`src/rtl/seg_scan_decoder.sv`:
```
// Rebuilds six hex digits from a multiplexed 7-segment bus. Each completed scan frame yields one registered digit word.
// Latency: a digit is accepted STABLE_CYC edges after its inputs settle; frame_valid follows the 6th accept by one cycle.
// Backpressure: none. This is a passive monitor and never stalls the bus it observes.
//
// Ports:
//   clk, reset    rising-edge clock, asynchronous active-low reset
//   seg[7:0]      segments a..g on bits 0..6 (active-high); bit 7 is the decimal point and is ignored
//   seg_sel[5:0]  one-hot digit select, bit 0 = rightmost digit; polarity set by SEL_ACT_LOW
//   digits[23:0]  last complete frame, nibble k = digit shown while seg_sel bit k was active
//   frame_valid   1-cycle pulse when digits updates
//   frame_err     set when the last frame contained at least one undecodable pattern
//   code_err      1-cycle pulse when an accepted pattern is not a hex glyph
//   sel_err       1-cycle pulse when seg_sel is multi-hot
//   scan_lost     set after TIMEOUT_CYC cycles without an accept; cleared by the next accept
module seg_scan_decoder #(
  parameter int STABLE_CYC  = 4,
  parameter int TIMEOUT_CYC = 4096,
  parameter bit SEL_ACT_LOW = 1'b0
) (
  input  logic        clk,
  input  logic        reset,
  input  logic [7:0]  seg,
  input  logic [5:0]  seg_sel,
  output logic [23:0] digits,
  output logic        frame_valid,
  output logic        frame_err,
  output logic        code_err,
  output logic        sel_err,
  output logic        scan_lost
);

  localparam int SW = $clog2(STABLE_CYC) + 1;
  localparam int IW = $clog2(TIMEOUT_CYC) + 1;

  typedef enum logic [1:0] {IDLE, DWELL, HOLD} state_t;

  state_t        state_q;
  logic [7:0]    s_seg_q, p_seg_q;   // current and previous normalised samples
  logic [5:0]    s_sel_q, p_sel_q;
  logic [SW-1:0] stab_q;
  logic [IW-1:0] idle_q;
  logic [23:0]   shadow_q, shadow_d;
  logic [5:0]    seen_q;
  logic          bad_q;
  logic [23:0]   digits_q;
  logic          frame_valid_q, frame_err_q, code_err_q, sel_err_q, scan_lost_q;

  logic [5:0]    sel_n;
  logic          sel_zero, sel_onehot, sel_multi, same;
  logic [3:0]    code_val;
  logic          code_ok;
  logic [2:0]    idx;
  logic          accept;
  logic [5:0]    seen_acc;
  logic          frame_done;

  assign sel_n      = SEL_ACT_LOW ? ~seg_sel : seg_sel;
  assign sel_zero   = (s_sel_q == 6'd0);
  assign sel_onehot = !sel_zero && ((s_sel_q & (s_sel_q - 6'd1)) == 6'd0);
  assign sel_multi  = !sel_zero && !sel_onehot;
  assign same       = (s_seg_q == p_seg_q) && (s_sel_q == p_sel_q);

  // The sample that brought us into DWELL counts as the first stable one, so
  // the accept fires on the edge that would move stab_q to STABLE_CYC-1.
  assign accept     = (state_q == DWELL) && same && (stab_q == SW'(STABLE_CYC - 2));
  assign seen_acc   = seen_q | s_sel_q;
  assign frame_done = accept && (seen_acc == 6'h3F);

  always_comb begin
    code_ok  = 1'b1;
    code_val = 4'h0;
    case (s_seg_q[6:0])
      7'h3F: code_val = 4'h0;
      7'h06: code_val = 4'h1;
      7'h5B: code_val = 4'h2;
      7'h4F: code_val = 4'h3;
      7'h66: code_val = 4'h4;
      7'h6D: code_val = 4'h5;
      7'h7D: code_val = 4'h6;
      7'h07: code_val = 4'h7;
      7'h7F: code_val = 4'h8;
      7'h6F: code_val = 4'h9;
      7'h77: code_val = 4'hA;
      7'h7C: code_val = 4'hB;
      7'h39: code_val = 4'hC;
      7'h5E: code_val = 4'hD;
      7'h79: code_val = 4'hE;
      7'h71: code_val = 4'hF;
      default: code_ok = 1'b0;
    endcase
  end

  always_comb begin
    idx = 3'd0;
    for (int i = 0; i < 6; i++) begin
      if (s_sel_q[i]) idx = 3'(i);
    end
  end

  // An undecodable pattern leaves the previous nibble for that position in place.
  always_comb begin
    shadow_d = shadow_q;
    if (accept && code_ok) shadow_d[{idx, 2'b00} +: 4] = code_val;
  end

  always_ff @(posedge clk or negedge reset) begin
    if (!reset) begin
      state_q       <= IDLE;
      s_seg_q       <= 8'd0;
      s_sel_q       <= 6'd0;
      p_seg_q       <= 8'd0;
      p_sel_q       <= 6'd0;
      stab_q        <= '0;
      idle_q        <= '0;
      shadow_q      <= 24'd0;
      seen_q        <= 6'd0;
      bad_q         <= 1'b0;
      digits_q      <= 24'd0;
      frame_valid_q <= 1'b0;
      frame_err_q   <= 1'b0;
      code_err_q    <= 1'b0;
      sel_err_q     <= 1'b0;
      scan_lost_q   <= 1'b0;
    end else begin
      s_seg_q       <= seg & 8'h7F;
      s_sel_q       <= sel_n;
      p_seg_q       <= s_seg_q;
      p_sel_q       <= s_sel_q;
      frame_valid_q <= 1'b0;
      code_err_q    <= 1'b0;
      sel_err_q     <= 1'b0;

      case (state_q)
        IDLE: begin
          if (sel_onehot) begin
            state_q <= DWELL;
            stab_q  <= '0;
          end else if (sel_multi) begin
            sel_err_q <= 1'b1;
          end
        end
        DWELL: begin
          if (!same) begin
            if (sel_onehot) begin
              stab_q <= '0;
            end else begin
              state_q <= IDLE;
              if (sel_multi) sel_err_q <= 1'b1;
            end
          end else if (accept) begin
            state_q <= HOLD;
          end else begin
            stab_q <= stab_q + SW'(1);
          end
        end
        HOLD: begin
          // Only a change in either bus re-arms acceptance, so one dwell gives one accept.
          if (!same) state_q <= IDLE;
        end
        default: state_q <= IDLE;
      endcase

      if (accept) begin
        shadow_q    <= shadow_d;
        code_err_q  <= !code_ok;
        idle_q      <= '0;
        scan_lost_q <= 1'b0;
        if (frame_done) begin
          digits_q      <= shadow_d;
          frame_valid_q <= 1'b1;
          frame_err_q   <= bad_q | !code_ok;
          seen_q        <= 6'd0;
          bad_q         <= 1'b0;
        end else begin
          seen_q <= seen_acc;
          bad_q  <= bad_q | !code_ok;
        end
      end else if (idle_q != IW'(TIMEOUT_CYC)) begin
        idle_q <= idle_q + IW'(1);
        // A stalled scan abandons the partial frame; digits keeps the last good one.
        if (idle_q == IW'(TIMEOUT_CYC - 1)) begin
          scan_lost_q <= 1'b1;
          seen_q      <= 6'd0;
          bad_q       <= 1'b0;
        end
      end
    end
  end

  assign digits      = digits_q;
  assign frame_valid = frame_valid_q;
  assign frame_err   = frame_err_q;
  assign code_err    = code_err_q;
  assign sel_err     = sel_err_q;
  assign scan_lost   = scan_lost_q;

endmodule

```
`config.mk`:
```
export PLATFORM = sky130hd
export DESIGN_NAME = seg_scan_decoder
export DESIGN_NICKNAME = d
export VERILOG_FILES = /design/src/rtl/seg_scan_decoder.sv
export SDC_FILE = /design/constraint.sdc
export NUM_CORES = 1
export LEC_CHECK = 0
export ABC_AREA = 1
export BUFFER_PORTS_ARGS = -buffer_cell sky130_fd_sc_hd__buf_4
export CAP_MARGIN = 20
export CORE_MARGIN = 4
export CORE_UTILIZATION = 45
export CTS_CLUSTER_SIZE = 20
export DETAILED_ROUTE_END_ITERATION = 12
export PLACE_DENSITY_LB_ADDON = 0.08
export SYNTH_ARGS = -nofsm -noshare
export SYNTH_HDL_FRONTEND = slang
export SYNTH_SLANG_ARGS = --single-unit
```
`constraint.sdc`:
```
create_clock -name clk -period 2.5 [get_ports clk]
set_clock_uncertainty 0.1 [all_clocks]
set_input_delay 0.25 -clock clk [delete_from_list [all_inputs] [get_ports clk]]
set_output_delay 0.25 -clock clk [all_outputs]
set_load 0.01 [all_outputs]
```
==> results.sh <==
export IMPL_synthMuxAreaShare_pct=0
export IMPL_drt_wl_total_mm=9.67
export IMPL_finalMaxSlewViolations=0
export IMPL_rows=37
export IMPL_period_minus_slack_ps=2300
export IMPL_worst_path_buf_inv=3
export IMPL_endpoint_kind="register"
export IMPL_cp_top_family="simple AND/OR/NAND/NOR gates"
export IMPL_drt_first_pass_iters=5
export IMPL_worstPathCellList="inv_1 > nor2_1 > a31oi_2 > inv_1 > ha_2 > ha_4 > nand3_1 > nor3_2 > buf_4 > nand2_2 > nand2_1 > nand2_1 > nand2_1 > nand2_1"
export IMPL_dp_hpwl_mm=6.99
export IMPL_antenna_left=0
export IMPL_max_freq_mhz=435
export IMPL_fillers=980
export IMPL_tightestPinTransition_ps=543
export IMPL_num_io_pins=45
export IMPL_use_met3_pct=3.42
export IMPL_worstPathArrival_ps=2460
export IMPL_die_h_microns=112
export IMPL_finalHoldViolCount=0
export IMPL_start_kind="register"
export IMPL_dp_slack_ps=56.0
export IMPL_antenna_cells=0
export IMPL_grt_first_pass_wirelength_mm=17.6
export IMPL_vias_per_cell=4.76
export IMPL_stdcell_count=830
export IMPL_wl_per_cell_microns=11.7
export IMPL_synth_seq_area_share_pct=53.8
export IMPL_placedCellCount=799
export IMPL_path_max_fanout=5
export IMPL_h_tree_depth=3
export IMPL_cts_sinks=104
export IMPL_synth_seq_cells=104
export IMPL_grt_setup_unrepaired="false"
export IMPL_gp_congestion=0.877
export IMPL_dieArea_sq_um=12500
export IMPL_area_delta_synth_final_pct=19.8
export IMPL_grt_pass1_vias=4002
export IMPL_dpl_cell_area_sq_um=5430
export IMPL_cts_root_buf="clkbuf_8"
export IMPL_grt_busiest_layer="met2"
export IMPL_final_area_sq_um=5790
export IMPL_min_path_type="in -> async"
export IMPL_synth_simple_area_share_pct=32.4
export IMPL_peakVddDrop_mv=0.284
export IMPL_synthXorXnorAreaFrac_pct=0.725
export IMPL_met1_usage_pct=22.8
export IMPL_synth_fa_ha_area_share_pct=1.55
export IMPL_cts_buffers=9
export IMPL_netlist_area_sq_um=4830
export IMPL_globalRouteMet2Util_pct=26.9
export IMPL_cp_slowest_cell="dfrtp_2"
export IMPL_worst_endpoint_required_ps=2660
export IMPL_final_layout_size_suffix_gt1_share_pct=14.4
export IMPL_cts_tree="built"
export IMPL_drc=0
export IMPL_grt_overflow=0
export IMPL_slew_headroom_pct=63.3
export IMPL_critical_path_class="reg -> reg"
export IMPL_period_share_pct=92.0
export IMPL_drv_cap=0
export IMPL_yosysWarningCount=0
export IMPL_layout_nets=711
export IMPL_initial_core_util_pct=46.4
export IMPL_track_usage_pct=16.8
export IMPL_cts_buffer_depth=2
export IMPL_drtIter0Drc=164
export IMPL_antenna_found_initial=0
export IMPL_finalPower_mw=3.01
export IMPL_grt_max_degree=43
export IMPL_clk_latency_ps=370
export IMPL_synth_compound_area_share_pct=3.86
export IMPL_rrSetupSlack_ps=200
export IMPL_p_per_area_nw_per_um2=520
export IMPL_avgSynthCellArea_sq_um=7.89
export IMPL_clkTransAtPathRegs_ps=100
export IMPL_syn_inst=613
export IMPL_leakage_nw=3.25
export IMPL_setup_slack_ps=201
export IMPL_routed_via_count=3953
export IMPL_synth_top_family_by_area="simple AND/OR/NAND/NOR gates"
export IMPL_outcome="complete, no violations"
export IMPL_io_buffers=43
export IMPL_setup_tns_ps=0
export IMPL_synth_distinct_cells=30
export IMPL_setup_violations=0
export IMPL_core_area_sq_um=10400
export IMPL_die_w_microns=112
export IMPL_critPathMaxStageDelay_ps=450
export IMPL_synth_fp_nets=635
export IMPL_path_common_cell="nand2_1"
per-stage QoR:
stage,utilization (%),hold WS (ps)
after floorplan,-,-146
after global placement,52.1,157
after detailed placement,52.1,162
after CTS,55.1,298
after global routing,55.6,325
final,55.6,294
placed cells by master (no fill, tap or decap), types with 3 or more instances in the layout:
cell,Yosys,layout
nor3_1,8,5
nor2_2,2,3
nand2_1,225,224
o211ai_1,3,3
buf_4,3,58
inv_1,81,81
o21ai_0,17,17
dfrtp_2,0,3
dlygate4sd3_1,0,14
nand3_1,44,44
and2_1,8,8
dfrtp_1,104,101
nor2_1,64,63
clkbuf_8,0,9
nor3_2,0,3
clkinv_2,0,3
xor2_1,3,3
ha_1,6,4
inv_2,4,3
a21oi_1,7,7
nand4_1,13,13
logic make-up after synthesis:
kind of cell | count (synthesis)
DFF | 104
buffers and inverters | 94
and+or+nand+nor | 373
xor gates and xnor gates | 4
adders and majority gates | 6
AOI/OAI and AO/OA | 32
worst paths after layout:
kind / start / to / depth (start not counted)
hold reg to reg: s_seg_q[3] / p_seg_q[3] / 0
setup / recovery: s_sel_q[4] / digits[10] / 14
hold / removal: reset / s_seg_q[0] / 2
min in group clk: s_seg_q[3] / p_seg_q[3] / 0
max in group asynchronous: reset / idle_q[11] / 3
setup reg to reg: s_sel_q[4] / digits[10] / 14
worst reg2reg max path, delay by kind of cell, from the launching register on:
| family | cells | cell delay (ps) |
|---|---|---|
| and+or+nand+nor | 8 | 630 |
| adders and majority gates | 2 | 500 |
| AOI/OAI and AO/OA | 1 | 190 |
| DFF | 1 | 450 |
| buffers and inverters | 3 | 330 |
cell usage after synthesis, drive strengths merged:
cell type | number | area (sq um)
a31o | 1 | 8.76
nor3 | 8 | 40.0
xnor2 | 1 | 8.76
o221ai | 1 | 8.76
o31ai | 1 | 7.51
a21oi | 7 | 35.0
or2 | 2 | 12.5
o211ai | 3 | 22.5
clkbuf | 3 | 11.3
nor4 | 3 | 18.8
nor2 | 67 | 264
buf | 6 | 37.5
ha | 6 | 75.1
dfrtp | 104 | 2600
o21ai | 17 | 85.1
nand3 | 44 | 220
xor2 | 3 | 26.3
a31oi | 2 | 18.8
nand4 | 14 | 103
nor4b | 1 | 8.76
inv | 85 | 319
and2 | 8 | 50.1
nand2 | 226 | 851
routing by layer:
metal	up-vias	share of wire (%)
met5	-	0
met4	0	1.4
met3	13	3.9
met2	72	45
met1	1811	49
li1	2057	-
power by group:
part	switching, mW	internal, mW
clock network	0.572	0.362
logic	0.184	0.126
registers	0.0407	1.73
sequential cells by signal, indices dropped and copies added (netlist names), 6 cells and up:
name,flops
digits,24
shadow_q,24
idle_q,13
p_seg_q,7
s_seg_q,7
p_sel_q,6
s_sel_q,6
seen_q,6
cell type report:
type                       instances  area (sq um)  area share (%)
sequential                       104          2610            45.0
multi-input combinational        415          1910            32.9
timing repair buffer              74           616            10.6
inverter                          85           322            5.55
tap                              136           170            2.94
clock buffer                       9           124            2.14
clock inverter                     7          47.5           0.821
repair_timing:
action                                  CTS  global route
hold endpoints to repair                 50             0
hold buffers                             14             0
endpoints found under the setup margin    0            35
buffers inserted                          0             1
resized for setup                         0            13
(Power assumes the default switching activity.)
